==> src/rtl/sched_pkg.sv <==
// Shared definitions for the tick scheduler: configuration mode encodings,
// the per-channel state type and the prescaler divide-ratio helper.
package sched_pkg;

    // Configuration mode field encodings (2'b11 is reserved and acts as stop).
    localparam logic [1:0] MODE_STOP     = 2'b00;
    localparam logic [1:0] MODE_ONESHOT  = 2'b01;
    localparam logic [1:0] MODE_PERIODIC = 2'b10;

    // Channel state: a channel is either parked or counting down.
    typedef enum logic {
        IDLE = 1'b0,
        RUN  = 1'b1
    } ch_state_e;

    // Number of clkin cycles per base tick.
    function automatic int calc_div(input int clk_freq, input int base_freq);
        return clk_freq / base_freq;
    endfunction

endpackage

==> src/rtl/base_prescaler.sv <==
// Shared base-rate prescaler: divides clkin by DIV and emits a one-cycle
// base_tick pulse in the cycle the count sits at its last value.
module base_prescaler #(
    parameter int DIV = 10
) (
    input  logic clkin,
    input  logic rst,
    input  logic en,
    output logic base_tick
);

    localparam int CW = (DIV > 1) ? $clog2(DIV) : 1;
    localparam logic [CW-1:0] LAST = CW'(DIV - 1);
    localparam logic [CW-1:0] ONE  = CW'(1);

    logic [CW-1:0] cnt_q;
    logic [CW-1:0] cnt_d;

    // Next count: advance while enabled, wrap after the last value, hold otherwise.
    always_comb begin
        cnt_d = cnt_q;
        if (!en) begin
            cnt_d = cnt_q;
        end else if (cnt_q == LAST) begin
            cnt_d = '0;
        end else begin
            cnt_d = cnt_q + ONE;
        end
    end

    // Count register with asynchronous active-low reset.
    always_ff @(posedge clkin or negedge rst) begin
        if (!rst) begin
            cnt_q <= '0;
        end else begin
            cnt_q <= cnt_d;
        end
    end

    // Decoded straight from the count flop; gated by en so a frozen prescaler never ticks.
    assign base_tick = en && (cnt_q == LAST);

endmodule

==> src/rtl/tick_scheduler.sv <==
// Multi-channel tick scheduler: one shared base prescaler feeds NCH channel
// FSMs, each counting a programmable number of base ticks in stop, one-shot
// or periodic mode and emitting registered single-cycle tick pulses.
module tick_scheduler
    import sched_pkg::*;
#(
    parameter int CLK_FREQ  = 50000000,
    parameter int BASE_FREQ = 1000,
    parameter int NCH       = 4,
    parameter int PW        = 16,
    localparam int CHW      = (NCH > 1) ? $clog2(NCH) : 1
) (
    input  logic           clkin,
    input  logic           rst,
    input  logic           en,
    input  logic           cfg_we,
    input  logic [CHW-1:0] cfg_ch,
    input  logic [1:0]     cfg_mode,
    input  logic [PW-1:0]  cfg_period,
    input  logic [NCH-1:0] done_clr,
    output logic           base_tick,
    output logic [NCH-1:0] tick,
    output logic [NCH-1:0] active,
    output logic [NCH-1:0] done,
    output logic           cfg_err
);

    localparam int DIV  = calc_div(CLK_FREQ, BASE_FREQ);
    localparam int CHW1 = CHW + 1;
    localparam logic [CHW1-1:0] NCH_W  = CHW1'(NCH);
    localparam logic [PW-1:0]   CNT_ONE = PW'(1);

    logic base_tick_s;
    logic cfg_run_s;
    logic cfg_zero_s;
    logic cfg_in_range_s;
    logic cfg_reject_s;
    logic cfg_err_q;
    logic cfg_err_d;

    base_prescaler #(
        .DIV (DIV)
    ) u_prescaler (
        .clkin     (clkin),
        .rst       (rst),
        .en        (en),
        .base_tick (base_tick_s)
    );

    assign base_tick = base_tick_s;

    // Decode the configuration write shared by all channels and flag rejected writes.
    always_comb begin
        cfg_run_s      = (cfg_mode == MODE_ONESHOT) || (cfg_mode == MODE_PERIODIC);
        cfg_zero_s     = (cfg_period == '0);
        cfg_in_range_s = ({1'b0, cfg_ch} < NCH_W);
        cfg_reject_s   = cfg_we && cfg_in_range_s && cfg_run_s && cfg_zero_s;
        cfg_err_d      = cfg_reject_s;
    end

    // Error pulse register: high for exactly one cycle after a rejected write.
    always_ff @(posedge clkin or negedge rst) begin
        if (!rst) begin
            cfg_err_q <= 1'b0;
        end else begin
            cfg_err_q <= cfg_err_d;
        end
    end

    assign cfg_err = cfg_err_q;

    for (genvar i = 0; i < NCH; i++) begin : g_ch
        ch_state_e     state_q;
        ch_state_e     state_d;
        logic [PW-1:0] cnt_q;
        logic [PW-1:0] cnt_d;
        logic [PW-1:0] period_q;
        logic [PW-1:0] period_d;
        logic          oneshot_q;
        logic          oneshot_d;
        logic          tick_q;
        logic          tick_d;
        logic          done_q;
        logic          done_d;
        logic          wr_s;

        // A write addressed to this channel that was not rejected.
        assign wr_s = cfg_we && cfg_in_range_s && (cfg_ch == CHW'(i)) && !cfg_reject_s;

        // Channel next state: writes take priority over (and discard) any expiry this cycle.
        always_comb begin
            state_d   = state_q;
            cnt_d     = cnt_q;
            period_d  = period_q;
            oneshot_d = oneshot_q;
            tick_d    = 1'b0;
            done_d    = done_q & ~done_clr[i];
            if (wr_s) begin
                if (cfg_run_s) begin
                    state_d   = RUN;
                    cnt_d     = cfg_period;
                    period_d  = cfg_period;
                    oneshot_d = (cfg_mode == MODE_ONESHOT);
                    done_d    = 1'b0;
                end else begin
                    state_d   = IDLE;
                    cnt_d     = '0;
                end
            end else if ((state_q == RUN) && base_tick_s) begin
                if (cnt_q == CNT_ONE) begin
                    tick_d = 1'b1;
                    if (oneshot_q) begin
                        state_d = IDLE;
                        cnt_d   = '0;
                        done_d  = 1'b1;
                    end else begin
                        cnt_d   = period_q;
                    end
                end else begin
                    cnt_d = cnt_q - CNT_ONE;
                end
            end else begin
                cnt_d = cnt_q;
            end
        end

        // Channel registers with asynchronous active-low reset.
        always_ff @(posedge clkin or negedge rst) begin
            if (!rst) begin
                state_q   <= IDLE;
                cnt_q     <= '0;
                period_q  <= '0;
                oneshot_q <= 1'b0;
                tick_q    <= 1'b0;
                done_q    <= 1'b0;
            end else begin
                state_q   <= state_d;
                cnt_q     <= cnt_d;
                period_q  <= period_d;
                oneshot_q <= oneshot_d;
                tick_q    <= tick_d;
                done_q    <= done_d;
            end
        end

        assign tick[i]   = tick_q;
        assign active[i] = (state_q == RUN);
        assign done[i]   = done_q;
    end

endmodule

==> config.mk <==
export PLATFORM = sky130hd
export DESIGN_NAME = tick_scheduler
export DESIGN_NICKNAME = d
export VERILOG_FILES = /design/src/rtl/sched_pkg.sv /design/src/rtl/base_prescaler.sv /design/src/rtl/tick_scheduler.sv
export SDC_FILE = /design/constraint.sdc
export NUM_CORES = 1
export LEC_CHECK = 0
export CORE_MARGIN = 1
export CORE_UTILIZATION = 66
export CTS_CLUSTER_DIAMETER = 30
export CTS_CLUSTER_SIZE = 10
export DETAILED_ROUTE_END_ITERATION = 8
export PLACE_DENSITY = 0.84
export RECOVER_POWER = 100
export SYNTH_ARGS = -nofsm -noshare
export SYNTH_HDL_FRONTEND = slang
export SYNTH_SLANG_ARGS = --single-unit
==> constraint.sdc <==
create_clock -name clkin -period 4.9 [get_ports clkin]
set_input_delay 0.49 -clock clkin [delete_from_list [all_inputs] [get_ports clkin]]
set_output_delay 0.49 -clock clkin [all_outputs]
set_load 0.1 [all_outputs]
## After elaboration in Yosys (flattened, before gate mapping)

Index checks and enable logic that the tools add are counted.

- Output and inout port bits: 14
- Register bits: 161
- Input port bits: 28

- Eq/ne operators: 10
- Bitwise logic cells: 8
- Muxes and demuxes: 67
- Add/sub/neg operators: 5
- Reduce and logical (&&, ||, !) cells: 39

Operators by type and width:

| operator | number |
|---|---|
| $mux 16 | 18 |
| $eq 16x1->1 const B | 4 |
| $sub 16x1->16 const B | 4 |
| $mux 1 | 49 |
| $reduce_bool 2->1 | 12 |
| $add 16x1->16 const B | 1 |
| $eq 16x16->1 const B | 1 |
| $logic_not 16->1 | 1 |
| $logic_and 1x1->1 | 15 |
| $reduce_and 3->1 | 4 |
| $reduce_and 2->1 | 4 |
| $eq 2x2->1 const B | 3 |
| $and 1x1->1 | 4 |
| $eq 2x1->1 const B | 2 |
| $not 1->1 | 4 |
| $logic_not 2->1 | 1 |
| $logic_not 1->1 | 1 |
| $logic_or 1x1->1 | 1 |

## Longest topological paths before layout

- Word-level depth: 8
- Mapped depth: 9
- Gate-level depth less buffers: 8

## Modules after synthesis

Synthesis repeated with hierarchy kept, for this count alone.

- Cells, all modules: 1007
- Area total of the unflattened synthesis: 8790.9 um2

By module, submodules not included:

| module | cells an instance | sequential area each (um2) | times used | area each (um2) |
|---|---|---|---|---|
| tick_scheduler | 926 | 3628.5 | 1 | 7988.9 |
| base_prescaler | 81 | 400.4 | 1 | 802.0 |

## Worst setup path after synthesis

Ideal clock, no wire load.

- Path type: register -> register
- Start: reg u_prescaler.cnt_q[0]
- End: reg g_ch[2].cnt_q[5]
- Data required time: 4.765 ns
- Stages on the path, launching flop included: 9
- Buffers on the path: 2
- Arrival: 2.227 ns
- Setup slack: 2.539 ns
- Cells stage by stage: dfrtp_1 ha_1 nand4_1 nor4_4 buf_4 nand2_1 buf_2 o31ai_1 o22ai_1

- Longest elaborated chain between the ends: 4

RTL lines:

| what | line | RTL |
|---|---|---|
| start: declaration | base_prescaler.sv:16 | `logic [CW-1:0] cnt_q;` |
| start signal: assignment | base_prescaler.sv:36 | `cnt_q <= cnt_d;` |
| $eq 16x16->1 | base_prescaler.sv:41 | `assign base_tick = en && (cnt_q == LAST);` |
| $logic_and 1x1->1 | base_prescaler.sv:41 |  |
| named net base_tick | tick_scheduler.sv:21 | `output logic base_tick,` |
| $logic_and 1x1->1 | tick_scheduler.sv:109 | `end else if ((state_q == RUN) && base_tick_s) begin` |
| $reduce_bool 2->1 (no line) | -- |  |
| end signal: assignment | tick_scheduler.sv:138 | `cnt_q <= cnt_d;` |
| end: declaration | tick_scheduler.sv:75 | `logic [PW-1:0] cnt_q;` |

The timed path passes the listed nets, and every way through them passes these cells.
A chain may end at the register's enable or synchronous reset.

## Worst setup path after layout

- Start: in en
- End: reg g_ch[0].cnt_q[15]

- Longest elaborated chain between the ends: 3

RTL lines:

| what | line | RTL |
|---|---|---|
| start: declaration | tick_scheduler.sv:15 | `input logic en,` |
| $logic_and 1x1->1 | base_prescaler.sv:41 |  |
| $logic_and 1x1->1 | tick_scheduler.sv:109 |  |
| $reduce_bool 2->1 (no line) | -- |  |
| end signal: assignment | tick_scheduler.sv:138 |  |
| end: declaration | tick_scheduler.sv:75 |  |

Every way passes these cells.

==> impl_results.html <==
<table>
<tr><th>Metric</th><th>Value</th></tr>
<tr><th colspan="2">Min path</th></tr>
<tr><td>Worst hold path type</td><td>primary input to asynchronous set/reset pin</td></tr>
<tr><th colspan="2">Critical path</th></tr>
<tr><td>Category of the most critical setup path</td><td>primary input to register</td></tr>
<tr><td>Category of cells accounting for the largest share of critical-path delay</td><td>simple AND/OR/NAND/NOR gates</td></tr>
<tr><td>WP data arrival</td><td>4.38 ns</td></tr>
<tr><td>Delay of the slowest critical-path stage</td><td>1.22 ns</td></tr>
<tr><td>Buffers plus inverters on the worst setup path</td><td>1</td></tr>
<tr><td>Critical path cell sequence</td><td>dlygate4sd3_1, nand4_1, nor4_1, and2_0, nand2_1, a2111oi_0, a311o_1</td></tr>
<tr><td>Critical Path Sink Type</td><td>register</td></tr>
<tr><td>Maximum net fanout on the critical path</td><td>16</td></tr>
<tr><td>CP required</td><td>5.27 ns</td></tr>
<tr><td>Slowest cell on crit path</td><td>sky130_fd_sc_hd__nor4_1</td></tr>
<tr><td>Setup crit start</td><td>en</td></tr>
<tr><td>CP Launch Type</td><td>primary input</td></tr>
<tr><td>Startpoint of the lowest-slack register-to-register path</td><td>u_prescaler.cnt_q[12]</td></tr>
<tr><th colspan="2">CTS</th></tr>
<tr><td>Number of setup buffers added after CTS</td><td>0</td></tr>
<tr><td>CTS Buffer Depth</td><td>2</td></tr>
<tr><td>TritonCTS Buffers</td><td>17</td></tr>
<tr><td>Clk Latency, worst-skew pair</td><td>0.44 ns</td></tr>
<tr><td>CTS tree</td><td>yes</td></tr>
<tr><td>CTS Root Cell</td><td>sky130_fd_sc_hd__clkbuf_16</td></tr>
<tr><td>Hold_buf cts</td><td>0</td></tr>
<tr><td>CTS sink cnt</td><td>161</td></tr>
<tr><td>Count of instances resized after the clock tree is built</td><td>0</td></tr>
<tr><td>CTS clk-pin slew, worst paths</td><td>0.06 ns</td></tr>
<tr><td>Max H-tree Level</td><td>4</td></tr>
<tr><th colspan="2">Floorplanning</th></tr>
<tr><td>Full die area</td><td>14300 sq um</td></tr>
<tr><td>Initial cell density of the core</td><td>68.3%</td></tr>
<tr><td>Die height</td><td>120 um</td></tr>
<tr><td>Core region area</td><td>13400 sq um</td></tr>
<tr><td>Chip Width</td><td>120 um</td></tr>
<tr><td>Number of core rows</td><td>42</td></tr>
<tr><td>Number of top-level pins</td><td>42</td></tr>
<tr><th colspan="2">Power and ir drop</th></tr>
<tr><td>Maximum resistive drop on vdd</td><td>0.292 mV</td></tr>
<tr><td>Share of total power in sequential cells</td><td>44.9%</td></tr>
<tr><td>Power Total</td><td>0.00407 W</td></tr>
<tr><td>Net Sw Power</td><td>0.00132 W</td></tr>
<tr><td>Part of the total power dissipated in the clock network</td><td>33.7%</td></tr>
<tr><td>Power Density</td><td>407 nW/um^2</td></tr>
<tr><td>Leakage</td><td>4.14 nW</td></tr>
<tr><td>Share of total power in combinational logic</td><td>21.3%</td></tr>
<tr><td>Internal power contribution</td><td>0.00275 W</td></tr>
<tr><td>Proportion of total power due to net switching</td><td>32.4%</td></tr>
<tr><th colspan="2">Global routing</th></tr>
<tr><td>Total routing resource utilization after global routing</td><td>36.3%</td></tr>
<tr><td>Wire length of the first global-routing pass</td><td>40200 um</td></tr>
<tr><td>Number of global-route vias before repair</td><td>7600</td></tr>
<tr><td>Antenna violations before repair</td><td>0</td></tr>
<tr><td>Sum of overflow across all layers after global routing</td><td>0</td></tr>
<tr><td>Largest net degree at the start of global routing</td><td>162</td></tr>
<tr><th colspan="2">Finish</th></tr>
<tr><td>Net total in the final layout</td><td>1053</td></tr>
<tr><td>Synth-to-Final Area Change</td><td>9.18%</td></tr>
<tr><td>Fill cells</td><td>987</td></tr>
<tr><td>Count of non-filler cells in the finished layout</td><td>1202</td></tr>
<tr><td>Ant diodes</td><td>0</td></tr>
<tr><td>Layout cells sized above 1</td><td>6.04%</td></tr>
<tr><th colspan="2">STA</th></tr>
<tr><td>Highest clock frequency the design can meet</td><td>249 MHz</td></tr>
<tr><td>Unrepaired setup endpoints after global routing</td><td>no</td></tr>
<tr><td>Final setup violation count</td><td>0</td></tr>
<tr><td>Worst hold slack across all endpoints</td><td>0.262 ns</td></tr>
<tr><td>Crit path time final</td><td>4.01 ns</td></tr>
<tr><td>Setup clock skew after layout</td><td>0.00602 ns</td></tr>
<tr><td>Crit share post-route</td><td>81.9%</td></tr>
<tr><td>Transition time at the pin with the least slew margin</td><td>1.42 ns</td></tr>
<tr><td>Final Slew Violations</td><td>0</td></tr>
<tr><td>Setup tns final</td><td>0 ns</td></tr>
<tr><td>Slew HR</td><td>4.32%</td></tr>
<tr><td>Final hold violation count</td><td>0</td></tr>
<tr><th colspan="2">Place</th></tr>
<tr><td>Inst Count DP</td><td>1172</td></tr>
<tr><td>IO buf count</td><td>41</td></tr>
<tr><td>Dpl hpwl</td><td>15900 um</td></tr>
<tr><td>GP Congestion</td><td>0.926</td></tr>
<tr><th colspan="2">Detailed routing</th></tr>
<tr><td>Final antenna-violating net count</td><td>0</td></tr>
<tr><td>DRC</td><td>0</td></tr>
<tr><td>Detailed Route WL</td><td>24600 um</td></tr>
<tr><td>Average detailed-routed wire length per instance</td><td>20.5 um</td></tr>
<tr><td>Number of iterations in the first detailed-routing pass</td><td>9</td></tr>
<tr><td>Ratio of routed vias to standard cells</td><td>6.80</td></tr>
<tr><td>Via count</td><td>8174</td></tr>
<tr><td>Number of design-rule violations left by the first detailed-router iteration</td><td>1083</td></tr>
<tr><th colspan="2">Synth</th></tr>
<tr><td>Dominant combinational cell family by area after synthesis</td><td>simple AND/OR/NAND/NOR gates</td></tr>
<tr><td>Post-synth top area cell</td><td>sky130_fd_sc_hd__dfrtp_1</td></tr>
<tr><td>Seq/Total Area, Yosys</td><td>44.0%</td></tr>
<tr><td>Number of flops mapped to enable cells by yosys</td><td>0</td></tr>
<tr><td>Synthesized Nets</td><td>1055</td></tr>
<tr><td>Share of synthesized flip-flops with an asynchronous set or reset</td><td>100%</td></tr>
<tr><td>Top cells by area, synth</td><td>sky130_fd_sc_hd__dfrtp_1 44%, sky130_fd_sc_hd__o21ai_0 5.5%, sky130_fd_sc_hd__nand2_1 5.1%</td></tr>
<tr><td>Cell count after synthesis</td><td>1017</td></tr>
<tr><td>Xor/xnor cell area share of the yosys netlist</td><td>4.31%</td></tr>
<tr><td>Seq cells post-synth</td><td>161</td></tr>
<tr><td>Area share of and/or/nand/nor cells after synthesis</td><td>23.1%</td></tr>
<tr><td>Synthesized area</td><td>9150 sq um</td></tr>
<tr><td>Per-instance average area after synthesis</td><td>9.00 sq um</td></tr>
<tr><td>Adder-cell area share of the yosys netlist</td><td>1.37%</td></tr>
<tr><td>Dominant register cell in the synthesized netlist</td><td>sky130_fd_sc_hd__dfrtp_1</td></tr>
<tr><td>Warning count from the yosys run</td><td>0</td></tr>
<tr><td>Compound-gate portion of the synthesized area</td><td>20.5%</td></tr>
<tr><td>Top cell type's share of synthesized area</td><td>44.0%</td></tr>
<tr><td>Post-synthesis mux area share</td><td>1.42%</td></tr>
<tr><td>Number of distinct library cells after synthesis</td><td>82</td></tr>
<tr><th colspan="2">Outcome</th></tr>
<tr><td>Run status</td><td>complete, no violations</td></tr>
<tr><th colspan="2">Run</th></tr>
<tr><td>Max-cap viol count</td><td>0</td></tr>
</table>
-- power groups by stage --
stage	Sequential, W	Combinational [W]	Clock, W
floorplan	0.00175	0.000684	0
global placement	0.00183	0.000828	0
detailed placement	0.00183	0.000856	0
CTS	0.00182	0.000865	0.00137
global route	0.00186	0.000964	0.00143
finish	0.00183	0.000868	0.00137
-- layout make-up --
type | count | area [sq um] | area share [%]
Inverter | 34 | 128 | 1.28
Multi-Input combinational cell | 754 | 4570 | 45.7
Timing Repair Buffer | 47 | 444 | 4.45
Clock buffer | 20 | 467 | 4.67
Clock inverter | 10 | 135 | 1.35
Tap cell | 176 | 220 | 2.20
Sequential cell | 161 | 4030 | 40.3
-- per-stage QoR --
stage | instance area, sq um | setup WS (ns) | utilization, %
6_report | 9990 | 0.887 | 74.5
5_1_grt | 9990 | 0.735 | 74.5
2_1_floorplan | 9150 | 2.54 | -
4_1_cts | 10100 | 1.75 | 75.3
3_3_place_gp | 9490 | 1.43 | 70.8
3_5_place_dp | 9490 | 1.35 | 70.8
-- final timing paths --
check	slack, ns	depth (start not counted)	end
max in group asynchronous	4.03	2	g_ch[1].period_q[12]
max reg2reg	0.99	6	g_ch[0].cnt_q[15]
min	0.26	2	g_ch[2].cnt_q[15]
min reg2reg	0.47	2	g_ch[0].period_q[10]
min in group clkin	0.47	2	g_ch[0].period_q[10]
max	0.89	7	g_ch[0].cnt_q[15]
-- state kept, by name, indices dropped and copies added (netlist names) --
register	cells
g_ch.cnt_q	64
g_ch.period_q	64
g_ch.state_q	4
g_ch.oneshot_q	4
g_ch.done_q	4
g_ch.tick_q	4
u_prescaler.cnt_q	16
cfg_err	1
-- layer usage --
layer	share of wire, %	track usage (%)	wire length, um	up-vias
li1	-	-	-	3682
met1	42	51.7	10300	3933
met2	45	53.9	11100	502
met3	10	9.22	2540	57
met4	2.6	12.3	630	0
met5	0	0	0	-
-- synth_stat cells (9+ instances only) --
cell type	n
sky130_fd_sc_hd__a31oi_1	11
sky130_fd_sc_hd__buf_4	16
sky130_fd_sc_hd__dfrtp_1	161
sky130_fd_sc_hd__o21ai_0	100
sky130_fd_sc_hd__o22ai_1	26
sky130_fd_sc_hd__nor2b_1	10
sky130_fd_sc_hd__nand2b_1	24
sky130_fd_sc_hd__xor2_1	25
sky130_fd_sc_hd__nor3b_1	13
sky130_fd_sc_hd__ha_1	10
sky130_fd_sc_hd__o31ai_1	10
sky130_fd_sc_hd__a211oi_1	12
sky130_fd_sc_hd__a21oi_1	55
sky130_fd_sc_hd__clkbuf_1	32
sky130_fd_sc_hd__nand4_1	10
sky130_fd_sc_hd__nor4_1	17
sky130_fd_sc_hd__and3_1	11
sky130_fd_sc_hd__nand2_1	124
sky130_fd_sc_hd__xnor2_1	20
sky130_fd_sc_hd__a22oi_1	9
sky130_fd_sc_hd__inv_1	33
sky130_fd_sc_hd__nor3_1	31
sky130_fd_sc_hd__buf_2	15
sky130_fd_sc_hd__nor2_1	62
sky130_fd_sc_hd__nand3_1	32
-- cell families after synthesis --
group / Yosys count
xor+xnor: 45
simple gates: 391
fa+ha+maj: 10
compound gates: 296
flops: 161
mux: 12
buf+inv: 102
-- layout by cell type, fill, tap and decap left out, types with 7 or more instances in the layout --
cell type / Yosys / final
sky130_fd_sc_hd__nand2b_1: 24 / 24
sky130_fd_sc_hd__a31oi_1: 11 / 11
sky130_fd_sc_hd__nor2_1: 62 / 62
sky130_fd_sc_hd__and3_1: 11 / 11
sky130_fd_sc_hd__clkdlybuf4s50_1: 0 / 23
sky130_fd_sc_hd__dfrtp_1: 161 / 161
sky130_fd_sc_hd__mux2_2: 8 / 7
sky130_fd_sc_hd__o31ai_1: 10 / 10
sky130_fd_sc_hd__nor3_1: 31 / 31
sky130_fd_sc_hd__nor3b_1: 13 / 13
sky130_fd_sc_hd__inv_1: 33 / 33
sky130_fd_sc_hd__nor2b_1: 10 / 10
sky130_fd_sc_hd__xor2_1: 25 / 25
sky130_fd_sc_hd__clkbuf_16: 0 / 17
sky130_fd_sc_hd__a22oi_1: 9 / 9
sky130_fd_sc_hd__o22ai_1: 26 / 26
sky130_fd_sc_hd__a221oi_1: 8 / 8
sky130_fd_sc_hd__nand4_1: 10 / 11
sky130_fd_sc_hd__ha_1: 10 / 10
sky130_fd_sc_hd__xnor2_1: 20 / 20
sky130_fd_sc_hd__nand3_1: 32 / 32
sky130_fd_sc_hd__nand2_1: 124 / 127
sky130_fd_sc_hd__nor4_1: 17 / 18
sky130_fd_sc_hd__a21oi_1: 55 / 55
sky130_fd_sc_hd__o21ai_0: 100 / 105
sky130_fd_sc_hd__dlygate4sd3_1: 0 / 16
sky130_fd_sc_hd__o211ai_1: 7 / 8
sky130_fd_sc_hd__a211oi_1: 12 / 12
No activity file was read; power rests on OpenSTA's default activity.
